## config.mk

```make
export PLATFORM = sky130hd
export DESIGN_NAME = pipeline_mem_stage
export DESIGN_NICKNAME = d
export VERILOG_FILES = /design/src/rtl/pipeline_mem_stage.sv
export SDC_FILE = /design/constraint.sdc
export NUM_CORES = 1
export LEC_CHECK = 0
export CORE_ASPECT_RATIO = 0.6
export CORE_MARGIN = 2
export CORE_UTILIZATION = 46
export CTS_CLUSTER_SIZE = 40
export DETAILED_ROUTE_END_ITERATION = 10
export HOLD_SLACK_MARGIN = 0.02
export PLACE_DENSITY = 0.87
export SKIP_CTS_REPAIR_TIMING = 1
export SLEW_MARGIN = 10
export SYNTH_ARGS = -nofsm -noshare
export SYNTH_HDL_FRONTEND = slang
export SYNTH_SLANG_ARGS = --single-unit
```

## constraint.sdc

```tcl
create_clock -name clk -period 2.8 [get_ports clk]
set_input_delay 0.56 -clock clk [delete_from_list [all_inputs] [get_ports clk]]
set_output_delay 0.56 -clock clk [all_outputs]
set_load 0.02 [all_outputs]
```

## src/rtl/pipeline_mem_stage.sv

```systemverilog
// MEM stage: sized loads/stores over a split read/write bus, one instruction in flight.
// Optional macro MEM_ALIGN_CHECK_EN rejects illegal accesses with a mem_err pulse instead of forcing alignment.
module pipeline_mem_stage #(
    parameter int ADDR_WIDTH = 64,
    parameter int DATA_WIDTH = 64
) (
    input  logic                    clk,
    input  logic                    reset,
    input  logic                    in_valid,
    output logic                    in_ready,
    input  logic [DATA_WIDTH-1:0]   ex_res,
    input  logic [DATA_WIDTH-1:0]   r2_val,
    input  logic [4:0]              dst_reg,
    input  logic [1:0]              mem_op,
    input  logic [1:0]              mem_size,
    input  logic                    mem_unsigned,
    output logic                    wb_enable,
    output logic [4:0]              wb_dst_reg,
    output logic [DATA_WIDTH-1:0]   wb_dst_val,
    output logic                    mem_err,
    output logic [ADDR_WIDTH-1:0]   S_R_ADDR,
    output logic                    S_R_ADDR_VALID,
    input  logic                    S_R_ADDR_READY,
    input  logic [DATA_WIDTH-1:0]   S_R_DATA,
    input  logic                    S_R_DATA_VALID,
    output logic                    S_R_DATA_READY,
    output logic [ADDR_WIDTH-1:0]   S_W_ADDR,
    output logic [DATA_WIDTH-1:0]   S_W_DATA,
    output logic [DATA_WIDTH/8-1:0] S_W_STRB,
    output logic                    S_W_VALID,
    input  logic                    S_W_READY,
    input  logic                    S_W_DONE
);
    localparam int NB     = DATA_WIDTH / 8;
    localparam int LANE_W = $clog2(NB);
    localparam bit IS_32  = (DATA_WIDTH == 32);

    typedef enum logic [2:0] {IDLE, R_REQ, R_WAIT, W_REQ, W_WAIT} state_t;

    state_t r_state, w_state_next;

    function automatic logic [2:0] size_mask(input logic [1:0] s);
        case (s)
            2'd0:    return 3'b000;
            2'd1:    return 3'b001;
            2'd2:    return 3'b011;
            default: return 3'b111;
        endcase
    endfunction

    function automatic logic [7:0] byte_mask(input logic [1:0] s);
        case (s)
            2'd0:    return 8'h01;
            2'd1:    return 8'h03;
            2'd2:    return 8'h0F;
            default: return 8'hFF;
        endcase
    endfunction

    logic                  w_idle, w_accept, w_is_load, w_is_store, w_wide, w_illegal;
    logic [1:0]            w_eff_size;
    logic [2:0]            w_force_mask;
    logic [DATA_WIDTH-1:0] w_eff_addr, w_aligned;
    logic [LANE_W-1:0]     w_lane;
    logic [7:0]            w_bytes;

    assign w_idle     = (r_state == IDLE);
    assign w_accept   = in_valid && w_idle;
    assign w_is_load  = (mem_op == 2'd1);
    assign w_is_store = (mem_op == 2'd2);
    assign w_wide     = IS_32 && (mem_size == 2'd3);

`ifdef MEM_ALIGN_CHECK_EN
    assign w_eff_size   = mem_size;
    assign w_force_mask = 3'b000;
    assign w_illegal    = w_wide || ((ex_res[2:0] & size_mask(mem_size)) != 3'b000);
`else
    // Oversized accesses on a 32-bit bus degrade to a word; low bits are forced to alignment.
    assign w_eff_size   = w_wide ? 2'd2 : mem_size;
    assign w_force_mask = size_mask(w_eff_size);
    assign w_illegal    = 1'b0;
`endif

    assign w_eff_addr = {ex_res[DATA_WIDTH-1:3], ex_res[2:0] & ~w_force_mask};
    assign w_lane     = w_eff_addr[LANE_W-1:0];
    assign w_aligned  = {w_eff_addr[DATA_WIDTH-1:LANE_W], {LANE_W{1'b0}}};
    assign w_bytes    = byte_mask(w_eff_size);

    always_ff @(posedge clk) begin
        if (reset) begin
            r_state <= IDLE;
        end else begin
            r_state <= w_state_next;
        end
    end

    always_comb begin
        w_state_next   = r_state;
        in_ready       = 1'b0;
        S_R_ADDR_VALID = 1'b0;
        S_R_DATA_READY = 1'b0;
        S_W_VALID      = 1'b0;
        case (r_state)
            IDLE: begin
                in_ready = 1'b1;
                if (in_valid && !w_illegal) begin
                    if (w_is_load) begin
                        w_state_next = R_REQ;
                    end else if (w_is_store) begin
                        w_state_next = W_REQ;
                    end
                end
            end
            R_REQ: begin
                S_R_ADDR_VALID = 1'b1;
                if (S_R_ADDR_READY) begin
                    w_state_next = R_WAIT;
                end
            end
            R_WAIT: begin
                S_R_DATA_READY = 1'b1;
                if (S_R_DATA_VALID) begin
                    w_state_next = IDLE;
                end
            end
            W_REQ: begin
                S_W_VALID = 1'b1;
                if (S_W_READY) begin
                    w_state_next = S_W_DONE ? IDLE : W_WAIT;
                end
            end
            W_WAIT: begin
                if (S_W_DONE) begin
                    w_state_next = IDLE;
                end
            end
            default: w_state_next = IDLE;
        endcase
    end

    logic [4:0]            r_dst;
    logic [1:0]            r_size;
    logic [LANE_W-1:0]     r_lane;
    logic                  r_unsigned;
    logic [ADDR_WIDTH-1:0] r_rd_addr, r_wr_addr;
    logic [DATA_WIDTH-1:0] r_wr_data;
    logic [NB-1:0]         r_wr_strb;
    logic                  r_wb_en, r_mem_err;
    logic [4:0]            r_wb_dst;
    logic [DATA_WIDTH-1:0] r_wb_val;

    // Load extraction: shift the addressed lane down, then sign/zero fill above the access width.
    logic [DATA_WIDTH-1:0] w_shifted, w_load_val;
    logic [6:0]            w_nbits;
    logic                  w_sign;

    assign w_shifted = S_R_DATA >> {r_lane, 3'b000};
    assign w_nbits   = 7'd8 << r_size;

    always_comb begin
        w_sign = 1'b0;
        case (r_size)
            2'd0:    w_sign = w_shifted[7];
            2'd1:    w_sign = w_shifted[15];
            2'd2:    w_sign = w_shifted[31];
            default: w_sign = w_shifted[DATA_WIDTH-1];
        endcase
        if (r_unsigned) begin
            w_sign = 1'b0;
        end
    end

    genvar gi;
    for (gi = 0; gi < DATA_WIDTH; gi++) begin : g_ext
        assign w_load_val[gi] = (7'(gi) < w_nbits) ? w_shifted[gi] : w_sign;
    end

    always_ff @(posedge clk) begin
        if (reset) begin
            r_dst      <= '0;
            r_size     <= '0;
            r_lane     <= '0;
            r_unsigned <= 1'b0;
            r_rd_addr  <= '0;
            r_wr_addr  <= '0;
            r_wr_data  <= '0;
            r_wr_strb  <= '0;
            r_wb_en    <= 1'b0;
            r_mem_err  <= 1'b0;
            r_wb_dst   <= '0;
            r_wb_val   <= '0;
        end else begin
            r_wb_en   <= 1'b0;
            r_mem_err <= 1'b0;
            if (w_accept) begin
                r_dst      <= dst_reg;
                r_size     <= w_eff_size;
                r_lane     <= w_lane;
                r_unsigned <= mem_unsigned;
                if ((w_is_load || w_is_store) && w_illegal) begin
                    r_mem_err <= 1'b1;
                end else if (w_is_load) begin
                    r_rd_addr <= ADDR_WIDTH'(w_aligned);
                end else if (w_is_store) begin
                    r_wr_addr <= ADDR_WIDTH'(w_aligned);
                    r_wr_data <= r2_val << {w_lane, 3'b000};
                    r_wr_strb <= w_bytes[NB-1:0] << w_lane;
                end else begin
                    r_wb_en  <= (dst_reg != 5'd0);
                    r_wb_dst <= dst_reg;
                    r_wb_val <= ex_res;
                end
            end
            if ((r_state == R_WAIT) && S_R_DATA_VALID) begin
                r_wb_en  <= (r_dst != 5'd0);
                r_wb_dst <= r_dst;
                r_wb_val <= w_load_val;
            end
        end
    end

    assign wb_enable  = r_wb_en;
    assign wb_dst_reg = r_wb_dst;
    assign wb_dst_val = r_wb_val;
    assign mem_err    = r_mem_err;
    assign S_R_ADDR   = r_rd_addr;
    assign S_W_ADDR   = r_wr_addr;
    assign S_W_DATA   = r_wr_data;
    assign S_W_STRB   = r_wr_strb;

endmodule

```

**Word-level counts from Yosys, hierarchy flattened**

Index checks and enable logic that the tools add are counted.

- Flip-flop bits (word level): 278
- RAM bits: 0
- Input port bits: 209
- Memory bits (read-only): 0
- Output and inout bits: 275
- Bits in latches: 0
- Memories: 0
- Word-level logic and storage cells: 206

- Bitwise gates (word level): 3
- Add/sub/neg operators: 0
- $lt $le $gt $ge: 64
- Eq/ne operators: 18
- Divide/modulo/power cells: 0
- Shift operators: 4
- $mul: 0
- Mux-type cells: 93
- Reductions and logical operators: 12

Operators with widths:

| cell | count |
|---|---|
| 2-to-1 mux 64 bit | 4 |
| < comparator 6 x 7 -> 1 bit (first input constant) | 32 |
| < comparator 5 x 7 -> 1 bit (first input constant) | 16 |
| 2-to-1 mux 1 bit | 73 |
| << shifter 64 x 6 -> 64 bit | 1 |
| right shift 64 x 6 -> 64 bit | 1 |
| < comparator 4 x 7 -> 1 bit (first input constant) | 8 |
| < comparator 3 x 7 -> 1 bit (first input constant) | 4 |
| 2-to-1 mux 3 bit | 8 |
| one-hot mux 8 bit (3 select lines) | 1 |
| 2-to-1 mux 5 bit | 4 |
| one-hot mux 3 bit (5 select lines) | 1 |
| < comparator 1 x 7 -> 1 bit (first input constant) | 2 |
| < comparator 2 x 7 -> 1 bit (first input constant) | 2 |
| != test 2 bit (second input constant) | 5 |
| nonzero test 5 bit | 2 |
| one-hot mux 3 bit (3 select lines) | 1 |
| << shifter 8 x 3 -> 8 bit | 1 |
| << shifter 4 x 2 -> 7 bit (first input constant) | 1 |
| == test 2 x 1 -> 1 bit (second input constant) | 3 |
| == test 2 bit (second input constant) | 3 |
| == test 3 x 2 -> 1 bit (second input constant) | 2 |
| AND reduction 3 bit | 2 |
| AND reduction 6 bit | 1 |
| other kinds (13) | 16 |

**Longest topological paths before layout**

Gate-level depths: netlist of run 1.

- Depth in word-level cells: 5
- Gate-level depth with buffers: 9

**Least setup slack after synthesis of run 1**

Ideal clock, no wire load.

- Kind: input -> register
- Start: input mem_size[1]
- End: register r_wr_data[36], in the netlist S_W_DATA[36]
- Cell stages on the path: 7
- Data arrival time: 2.196 ns
- Buffers on the path: 2
- Setup slack: 0.472 ns
- Required time: 2.668 ns
- Path through: clkbuf_2 or2b_2 nor2_8 buf_6 mux4_2 a221oi_1 nor3_1

- Longest elaborated chain between the ends: 5
- Elaborated cells between the ends (all ways): 7
- Those cells by class: eq/ne: 2; shift: 1; mux: 1; bitwise: 2; reduce/logical: 1

Ends and longest elaborated chain:

| element | RTL line | source |
|---|---|---|
| from (decl) | 15 | `input logic [1:0] mem_size,` |
| == test 2 bit (tied with other cells) | 43 | `case (s)` |
| one-hot mux 3 bit (3 select lines) * | 43 |  |
| NOT 3 bit * | 84 | `assign w_eff_addr = {ex_res[DATA_WIDTH-1:3], ex_res[2:0] & ~w_force_mask};` |
| bitwise AND 3 bit * | 84 |  |
| << shifter 64 x 6 -> 64 bit * | 206 | `r_wr_data <= r2_val << {w_lane, 3'b000};` |
| to (signal assigned) | 206 |  |
| to (decl) | 146 | `logic [DATA_WIDTH-1:0] r_wr_data;` |

Mark *: on every way between the ends. The rest lies on a longest branch, timed or not.
A chain may end at the register's enable or synchronous reset.

**Worst setup path in the final report of run 1**

- Start: register r_state[2]
- End: output in_ready

- Longest elaborated chain between the ends: 2

Ends and longest elaborated chain:

| element | RTL line | source |
|---|---|---|
| from (decl) | 40 | `state_t r_state, w_state_next;` |
| from (signal assigned) | 93 | `r_state <= w_state_next;` |
| logical NOT 3 bit | 103 | `case (r_state)` |
| 2-to-1 mux 1 bit | 103 |  |
| to (decl) | 10 | `output logic in_ready,` |

Every way passes these cells.

==> impl_metrics.env, run 1 <==
export IMPL_status="complete, no violations"
export IMPL_wirelength_um=57700
export IMPL_yosysTopAreaCellShare=0.404
export IMPL_die_w_um=227
export IMPL_clockRootBuffer="clkbuf_16"
export IMPL_antenna_found_initial=7
export IMPL_layout_drive_gt1_share=0.113
export IMPL_io_buffers=476
export IMPL_place_congestion=1.01
export IMPL_synth_area_leaders="dfxtp_1 (40%), nand2_1 (9.9%), mux4_2 (7.7%)"
export IMPL_ys_warnings_count=0
export IMPL_routed_via_count=14800
export IMPL_synth_edf_count=0
export IMPL_crit_slowest_cell="clkdlybuf4s50_1"
export IMPL_final_common_cell="clkdlybuf4s50_1"
export IMPL_start_kind="flop"
export IMPL_die_height_um=138
export IMPL_setup_viol=0
export IMPL_avgViaCountPerCell=6.04
export IMPL_drtAntennaViolNets=0
export IMPL_ys_types=55
export IMPL_worst_pin_slew_ns=0.918
export IMPL_slowest_delay_ns=0.68
export IMPL_tns_ns=0
export IMPL_hp_class="flop to flop"
export IMPL_synth_flop_cell="dfxtp_1"
export IMPL_drt_iter0_drc=1639
export IMPL_ioPinCount=484
export IMPL_fmax_mhz=388
export IMPL_clock_sinks=278
export IMPL_maxCapViolCount=0
export IMPL_leakagePower_nw=7.01
export IMPL_drv_slew=0
export IMPL_synth_async_reset_ratio=0
export IMPL_hold_viol_final=0
export IMPL_dp_hpwl_um=43200
export IMPL_grt_overflow_total=0
export IMPL_dp_cells=2392
export IMPL_rsz0062_at_grt="false"
export IMPL_synth_seq_cells=278
export IMPL_fin_worst_skew_ns=0.0237
export IMPL_clock_path_buffers=3
export IMPL_die_area_um2=31400
export IMPL_synthToLayoutAreaGrowth_pct=45.8
export IMPL_cp_top_family="buffers and inverters"
export IMPL_grt_pass1_wl_um=86100
export IMPL_grt_max_degree=101
export IMPL_fin_crit_ns=2.58
export IMPL_grt_pass1_vias=14200
export IMPL_synthesis_area_um2=13800
export IMPL_worstPathRequired_ns=2.24
export IMPL_pwr_density_cell_nw_per_um2=683
export IMPL_clk_latency_ns=0.57
export IMPL_cts_buffers=27
export IMPL_fin_crit_sh=0.920
export IMPL_fp_coreArea_um2=29700
export IMPL_h_tree_depth=1
export IMPL_crit_chain="nor3_1, clkdlybuf4s50_1"
export IMPL_rows=49
export IMPL_setup_worst_path_end_class="primary output"
export IMPL_yosysSeqAreaShare=0.404
export IMPL_crit_fanout=12
export IMPL_initial_core_util=0.464
export IMPL_n_fill_cell=2311
export IMPL_drc=0
export IMPL_relSlewSlack=0.386
export IMPL_netlist_instances=1573
export IMPL_multi_input_area_um2=7460
export IMPL_cts_tree="yes"
export IMPL_grt_use_total=0.356
export IMPL_worstSetupPathType="flop to primary output"
export IMPL_dr_pass1_iters=6
export IMPL_clkSlewWorstSetupHoldPaths_ns=0.06
export IMPL_critPathBufInv=1
export IMPL_synth_top_cell_by_area="dfxtp_1"
export IMPL_routedWlPerCell_um=23.6
export IMPL_layout_cells_non_filler=2446
export IMPL_most_common_layout_cells="clkdlybuf4s50_1 (475), nand2_1 (363), dfxtp_1 (275), a21oi_1 (174), nor2_1 (113)"
export IMPL_vdd_ir_drop_worst_mv=0.537
export IMPL_final_seq_area_um2=5570
export IMPL_critPathArrivalTime_ns=2.02
export IMPL_nets=2223
export IMPL_postSynthAreaPerCell_um2=8.76
## final timing paths
check | startpoint | cells past startpoint | slack [ns] | to
hold / removal | S_R_ADDR[37]$_SDFFE_PP0P_ | 2 | 0.45 | S_R_ADDR[37]$_SDFFE_PP0P_
hold reg to reg | S_R_ADDR[37]$_SDFFE_PP0P_ | 2 | 0.45 | S_R_ADDR[37]$_SDFFE_PP0P_
setup / recovery | r_state[2]$_SDFFE_PP0P_ | 2 | 0.22 | in_ready
setup reg to reg | r_lane[0]$_SDFFE_PP0P_ | 6 | 0.34 | wb_dst_val[9]$_SDFFE_PP0P_
## per-stage QoR
step	hold WS, ns	cell area [um^2]	power [W]	utilization	setup slack [ns]
floorplan	0.444	13800	0.00744	-	0.472
global placement	0.440	19100	0.00960	0.644	-0.272
detailed placement	0.447	19100	0.00971	0.644	-0.364
CTS	0.455	20000	0.0136	0.675	0.0638
global route	0.475	20100	0.0142	0.677	0.112
finish	0.454	20100	0.0137	0.677	0.224
## cell families (layout without fill, tap and decap cells)
family                    after synthesis  count (layout)  share of synthesized area
buffers and inverters                 159             612                     0.0591
and+or+nand+nor                       565             565                      0.175
other                                   1              13                   0.000272
DFF                                   278             278                      0.404
muxes                                 176             176                      0.173
xor gates and xnor gates                1               1                   0.000636
AOI/OAI and AO/OA                     393             393                      0.188
## metal layers
metal,routed length (um),vias up,track usage,part of all wire
li1,-,6523,-,-
met4,2470,2,0.136,0.043
met2,23700,916,0.502,0.41
met3,7200,147,0.118,0.12
met5,13,-,0,0.00023
met1,24300,7177,0.503,0.42
## where the power goes
part / switching [W] / internal [W] / total (W)
combinational: 0.00274 / 0.00218 / 0.00492
sequential: 0.000359 / 0.00449 / 0.00485
clock: 0.00164 / 0.00231 / 0.00395
## synth_stat cells, drive strengths merged, types with 2 or more instances
master and number:
or4 2, a21bo 2, a21oi 174, a221oi 71, o21ai 32, o211ai 4, nand2b 4, dfxtp 278
nor3b 5, nor3 32, o2bb2ai 15, buf 87, clkbuf 69, nand2 363, nor2b 16, a311oi 13
a211oi 18, or3b 2, mux2 27, o22ai 9, a22oi 39, inv 3, and3b 4, nor4 5
nand3b 3, nor2 117, a2bb2oi 6, mux2i 102, or2 4, a2111oi 7, mux4 47
## final cells by class
type / instances / share of cell area
timing repair buffer: 562 / 0.277
tap: 408 / 0.0254
clock inverter: 7 / 0.00766
clock buffer: 40 / 0.0391
sequential: 278 / 0.277
inverter: 3 / 0.000561
antenna: 6 / 0.000748
multi-input combinational: 1142 / 0.372
## worst min-delay path, cell delays in order (launching register included)
cell and delay, ns:
dfxtp_1 0.31, nand2_1 0.05, a21oi_1 0.05
No activity file was read; power rests on OpenSTA's default activity.
==> run 2: changes to the inputs <==
Settings changed: CTS_CLUSTER_DIAMETER set to 150.
==> impl_metrics.env, run 2 (same netlist as run 1, synthesis figures left out) <==
export IMPL_die_height_um=138
export IMPL_clk_latency_ns=0.51
export IMPL_drt_iter0_drc=1588
export IMPL_hp_class="flop to flop"
export IMPL_ioPinCount=484
export IMPL_pre_cts_ws_ns=-0.364
export IMPL_worstPathRequired_ns=2.24
export IMPL_die_w_um=227
export IMPL_cts_tree="yes"
export IMPL_clkSlewWorstSetupHoldPaths_ns=0.15
export IMPL_rsz0062_at_grt="false"
export IMPL_vdd_ir_drop_worst_mv=0.457
export IMPL_crit_fanout=12
export IMPL_grt_use_total=0.346
export IMPL_fin_crit_sh=0.911
export IMPL_rows=49
export IMPL_grt_pass1_wl_um=83900
export IMPL_drv_slew=0
export IMPL_wirelength_um=56400
export IMPL_fp_coreArea_um2=29700
export IMPL_placed_area_um2=19100
export IMPL_p_total_w=0.0117
export IMPL_antenna_found_initial=8
export IMPL_setup_viol=0
export IMPL_final_common_cell="clkdlybuf4s50_1"
export IMPL_worst_pin_slew_ns=0.960
export IMPL_die_area_um2=31400
export IMPL_cts_buffers=10
export IMPL_crit_chain="nor3_1, clkdlybuf4s50_1"
export IMPL_cp_top_family="buffers and inverters"
export IMPL_final_area_um2=19400
export IMPL_start_kind="flop"
export IMPL_drc=0
export IMPL_maxCapViolCount=0
export IMPL_fmax_mhz=392
export IMPL_worstSetupPathType="flop to primary output"
export IMPL_holdPathStages=2
export IMPL_leakagePower_nw=6.70
export IMPL_slowest_delay_ns=0.67
export IMPL_io_buffers=476
export IMPL_most_common_layout_cells="clkdlybuf4s50_1 (475), nand2_1 (363), dfxtp_1 (275), a21oi_1 (174), nor2_1 (113)"
export IMPL_grt_max_degree=101
export IMPL_dp_hpwl_um=43200
export IMPL_setup_worst_path_end_class="primary output"
export IMPL_routed_via_count=14400
export IMPL_clockRootBuffer="clkbuf_16"
export IMPL_clock_path_buffers=3
export IMPL_hold_viol_final=0
export IMPL_tns_ns=0
export IMPL_routedWlPerCell_um=23.4
export IMPL_layout_drive_gt1_share=0.101
export IMPL_dr_pass1_iters=6
export IMPL_rr_worst_depth=6
export IMPL_critPathArrivalTime_ns=1.99
export IMPL_place_congestion=1.01
export IMPL_avgViaCountPerCell=5.97
export IMPL_drtAntennaViolNets=0
export IMPL_initial_core_util=0.464
export IMPL_crit_slowest_cell="clkdlybuf4s50_1"
export IMPL_relSlewSlack=0.358
export IMPL_grt_overflow_total=0
export IMPL_critPathBufInv=1
export IMPL_status="complete, no violations"
export IMPL_fin_worst_skew_ns=0.0230
export IMPL_path_depth=2
export IMPL_fin_crit_ns=2.55
export IMPL_h_tree_depth=1
export IMPL_grt_pass1_vias=13800
export IMPL_clock_sinks=278
export IMPL_synthToLayoutAreaGrowth_pct=41.1
export IMPL_pwr_density_cell_nw_per_um2=603
export IMPL_worst_slack_ns=0.250
export IMPL_nets=2206
==> run 2: worst register-to-register path: stages (launching register included) <==
cell and delay, ns:
dfxtp_4 0.49, buf_4 0.33, nor2b_1 0.64, o2bb2ai_1 0.31
mux2_2 0.23, nand2_1 0.09, a221oi_1 0.26
==> run 2: area by class of cell <==
class	instances	area (um^2)
Multi-Input combinational cell	1142	7460
Antenna cell	7	17.5
Fill cell	2403	10200
Inverter	3	11.3
Tap cell	408	510
Sequential cell	278	5570
Clock buffer	13	293
Timing Repair Buffer	562	5570
==> run 2: worst paths after layout <==
kind / end / from / slack (ns)
min: S_R_ADDR[37]$_SDFFE_PP0P_ / S_R_ADDR[37]$_SDFFE_PP0P_ / 0.46
max reg2reg: wb_dst_val[12]$_SDFFE_PP0P_ / r_lane[0]$_SDFFE_PP0P_ / 0.37
min reg2reg: S_R_ADDR[37]$_SDFFE_PP0P_ / S_R_ADDR[37]$_SDFFE_PP0P_ / 0.46
max: in_ready / r_state[2]$_SDFFE_PP0P_ / 0.25
==> run 2: where the power goes <==
part | internal (W) | leakage [nW] | switching [W] | total [W]
Clock | 0.000748 | 0.144 | 0.00124 | 0.00199
Combinational | 0.00218 | 4.29 | 0.00272 | 0.00490
Sequential | 0.00448 | 2.26 | 0.000356 | 0.00484
==> run 2: per-stage QoR <==
stage | utilization | std cells | hold slack (ns)
floorplan | - | 1579 | 0.444
global placement | 0.644 | 2392 | 0.440
detailed placement | 0.644 | 2392 | 0.447
CTS | 0.654 | 2405 | 0.465
global route | 0.655 | 2411 | 0.482
finish | 0.655 | 2413 | 0.463
==> run 2: per-layer routing <==
metal | vias to the layer above | part of all wire | track usage
li1 | 6477 | - | -
met1 | 6969 | 0.43 | 0.490
met2 | 834 | 0.42 | 0.498
met3 | 115 | 0.12 | 0.118
met4 | 2 | 0.034 | 0.104
met5 | - | 0.00014 | 0
==> run 3: changes to the inputs <==
Settings changed: CTS_CLUSTER_DIAMETER 150 to 80.
==> impl_metrics.env, run 3 (same netlist as run 1, synthesis figures left out) <==
export IMPL_critPathBufInv=1
export IMPL_cts_tree="yes"
export IMPL_grt_pass1_vias=13900
export IMPL_grt_overflow_total=0
export IMPL_leakagePower_nw=6.76
export IMPL_rr_worst_depth=6
export IMPL_antenna_found_initial=9
export IMPL_critPathArrivalTime_ns=2.98
export IMPL_hp_class="flop to flop"
export IMPL_grt_use_total=0.350
export IMPL_cp_top_family="simple AND/OR/NAND/NOR gates"
export IMPL_die_w_um=227
export IMPL_maxCapViolCount=0
export IMPL_n_fill_cell=2381
export IMPL_final_area_um2=19600
export IMPL_fin_crit_ns=2.61
export IMPL_routedWlPerCell_um=23.5
export IMPL_fp_coreArea_um2=29700
export IMPL_grt_max_degree=101
export IMPL_pwr_density_cell_nw_per_um2=620
export IMPL_h_tree_depth=1
export IMPL_rows=49
export IMPL_path_depth=6
export IMPL_clock_path_buffers=3
export IMPL_clock_sinks=278
export IMPL_dp_cells=2392
export IMPL_drtAntennaViolNets=0
export IMPL_crit_slowest_cell="nor2_1"
export IMPL_hold_viol_final=0
export IMPL_grt_pass1_wl_um=84300
export IMPL_layout_cells_non_filler=2418
export IMPL_clk_latency_ns=0.54
export IMPL_io_buffers=476
export IMPL_layout_drive_gt1_share=0.104
export IMPL_placed_area_um2=19100
export IMPL_holdPathStages=2
export IMPL_dr_pass1_iters=6
export IMPL_wirelength_um=56800
export IMPL_nets=2208
export IMPL_routed_via_count=14400
export IMPL_fin_crit_sh=0.932
export IMPL_slowest_delay_ns=0.75
export IMPL_vdd_ir_drop_worst_mv=0.551
export IMPL_crit_fanout=15
export IMPL_tns_ns=0
export IMPL_final_common_cell="clkdlybuf4s50_1"
export IMPL_cts_buffers=12
export IMPL_initial_core_util=0.464
export IMPL_dp_hpwl_um=43200
export IMPL_die_area_um2=31400
export IMPL_fin_worst_skew_ns=0.0549
export IMPL_die_height_um=138
export IMPL_relSlewSlack=0.331
export IMPL_crit_chain="mux2_2, o22ai_1, nor4_4, buf_4, nor2_1, a221oi_1"
export IMPL_worst_pin_slew_ns=1.00
export IMPL_start_kind="flop"
export IMPL_drt_iter0_drc=1433
export IMPL_drv_slew=0
export IMPL_rsz0062_at_grt="false"
export IMPL_clockRootBuffer="clkbuf_16"
export IMPL_fmax_mhz=383
export IMPL_avgViaCountPerCell=5.95
export IMPL_worstSetupPathType="flop to flop"
export IMPL_ioPinCount=484
export IMPL_worstPathRequired_ns=3.18
export IMPL_drc=0
export IMPL_synthToLayoutAreaGrowth_pct=42.1
export IMPL_status="complete, no violations"
export IMPL_setup_worst_path_end_class="flop"
export IMPL_most_common_layout_cells="clkdlybuf4s50_1 (475), nand2_1 (363), dfxtp_1 (275), a21oi_1 (174), nor2_1 (114)"
export IMPL_setup_viol=0
export IMPL_place_congestion=1.01
export IMPL_clkSlewWorstSetupHoldPaths_ns=0.14
run 3: power breakdown:
| group | leakage [nW] | switching [W] | internal (W) |
|---|---|---|---|
| logic | 4.29 | 0.00273 | 0.00218 |
| registers | 2.26 | 0.000357 | 0.00448 |
| clock network | 0.204 | 0.00146 | 0.000926 |
| total | 6.76 | 0.00455 | 0.00758 |
run 3: layer usage:
metal / vias up / share of wire / global-route usage
met1: 6961 / 0.42 / 0.483
met3: 129 / 0.13 / 0.140
li1: 6479 / - / -
met4: 6 / 0.040 / 0.129
met2: 817 / 0.41 / 0.492
met5: - / 0.00067 / 0
run 3: final timing paths:
check	startpoint	end	slack, ns
setup / recovery	r_lane[1]$_SDFFE_PP0P_	wb_dst_val[17]$_SDFFE_PP0P_	0.19
hold / removal	S_W_ADDR[4]$_SDFFE_PP0P_	S_W_ADDR[4]$_SDFFE_PP0P_	0.46
setup reg to reg	r_lane[1]$_SDFFE_PP0P_	wb_dst_val[17]$_SDFFE_PP0P_	0.19
hold reg to reg	S_W_ADDR[4]$_SDFFE_PP0P_	S_W_ADDR[4]$_SDFFE_PP0P_	0.46
run 3: layout make-up:
cell class,count,area (um^2),share of cell area
Antenna cell,6,15.0,0.000767
Clock buffer,13,325,0.0166
Clock inverter,6,104,0.00531
Inverter,3,11.3,0.000575
Multi-Input combinational cell,1142,7460,0.381
Sequential cell,278,5570,0.285
Tap cell,408,510,0.0261
Timing Repair Buffer,562,5570,0.285
run 3: through the flow:
step | util | hold slack (ns) | setup WS (ns) | total power, W
floorplan | - | 0.444 | 0.472 | 0.00744
finish | 0.660 | 0.463 | 0.192 | 0.0121
detailed placement | 0.644 | 0.447 | -0.364 | 0.00971
global route | 0.659 | 0.484 | 0.00929 | 0.0126
global placement | 0.644 | 0.440 | -0.272 | 0.00960
CTS | 0.658 | 0.465 | 0.0576 | 0.0121
run 3: worst min-delay path: stages (launching register included):
cell and delay (ns):
dfxtp_1 0.33, nand2_1 0.05, a21oi_1 0.05
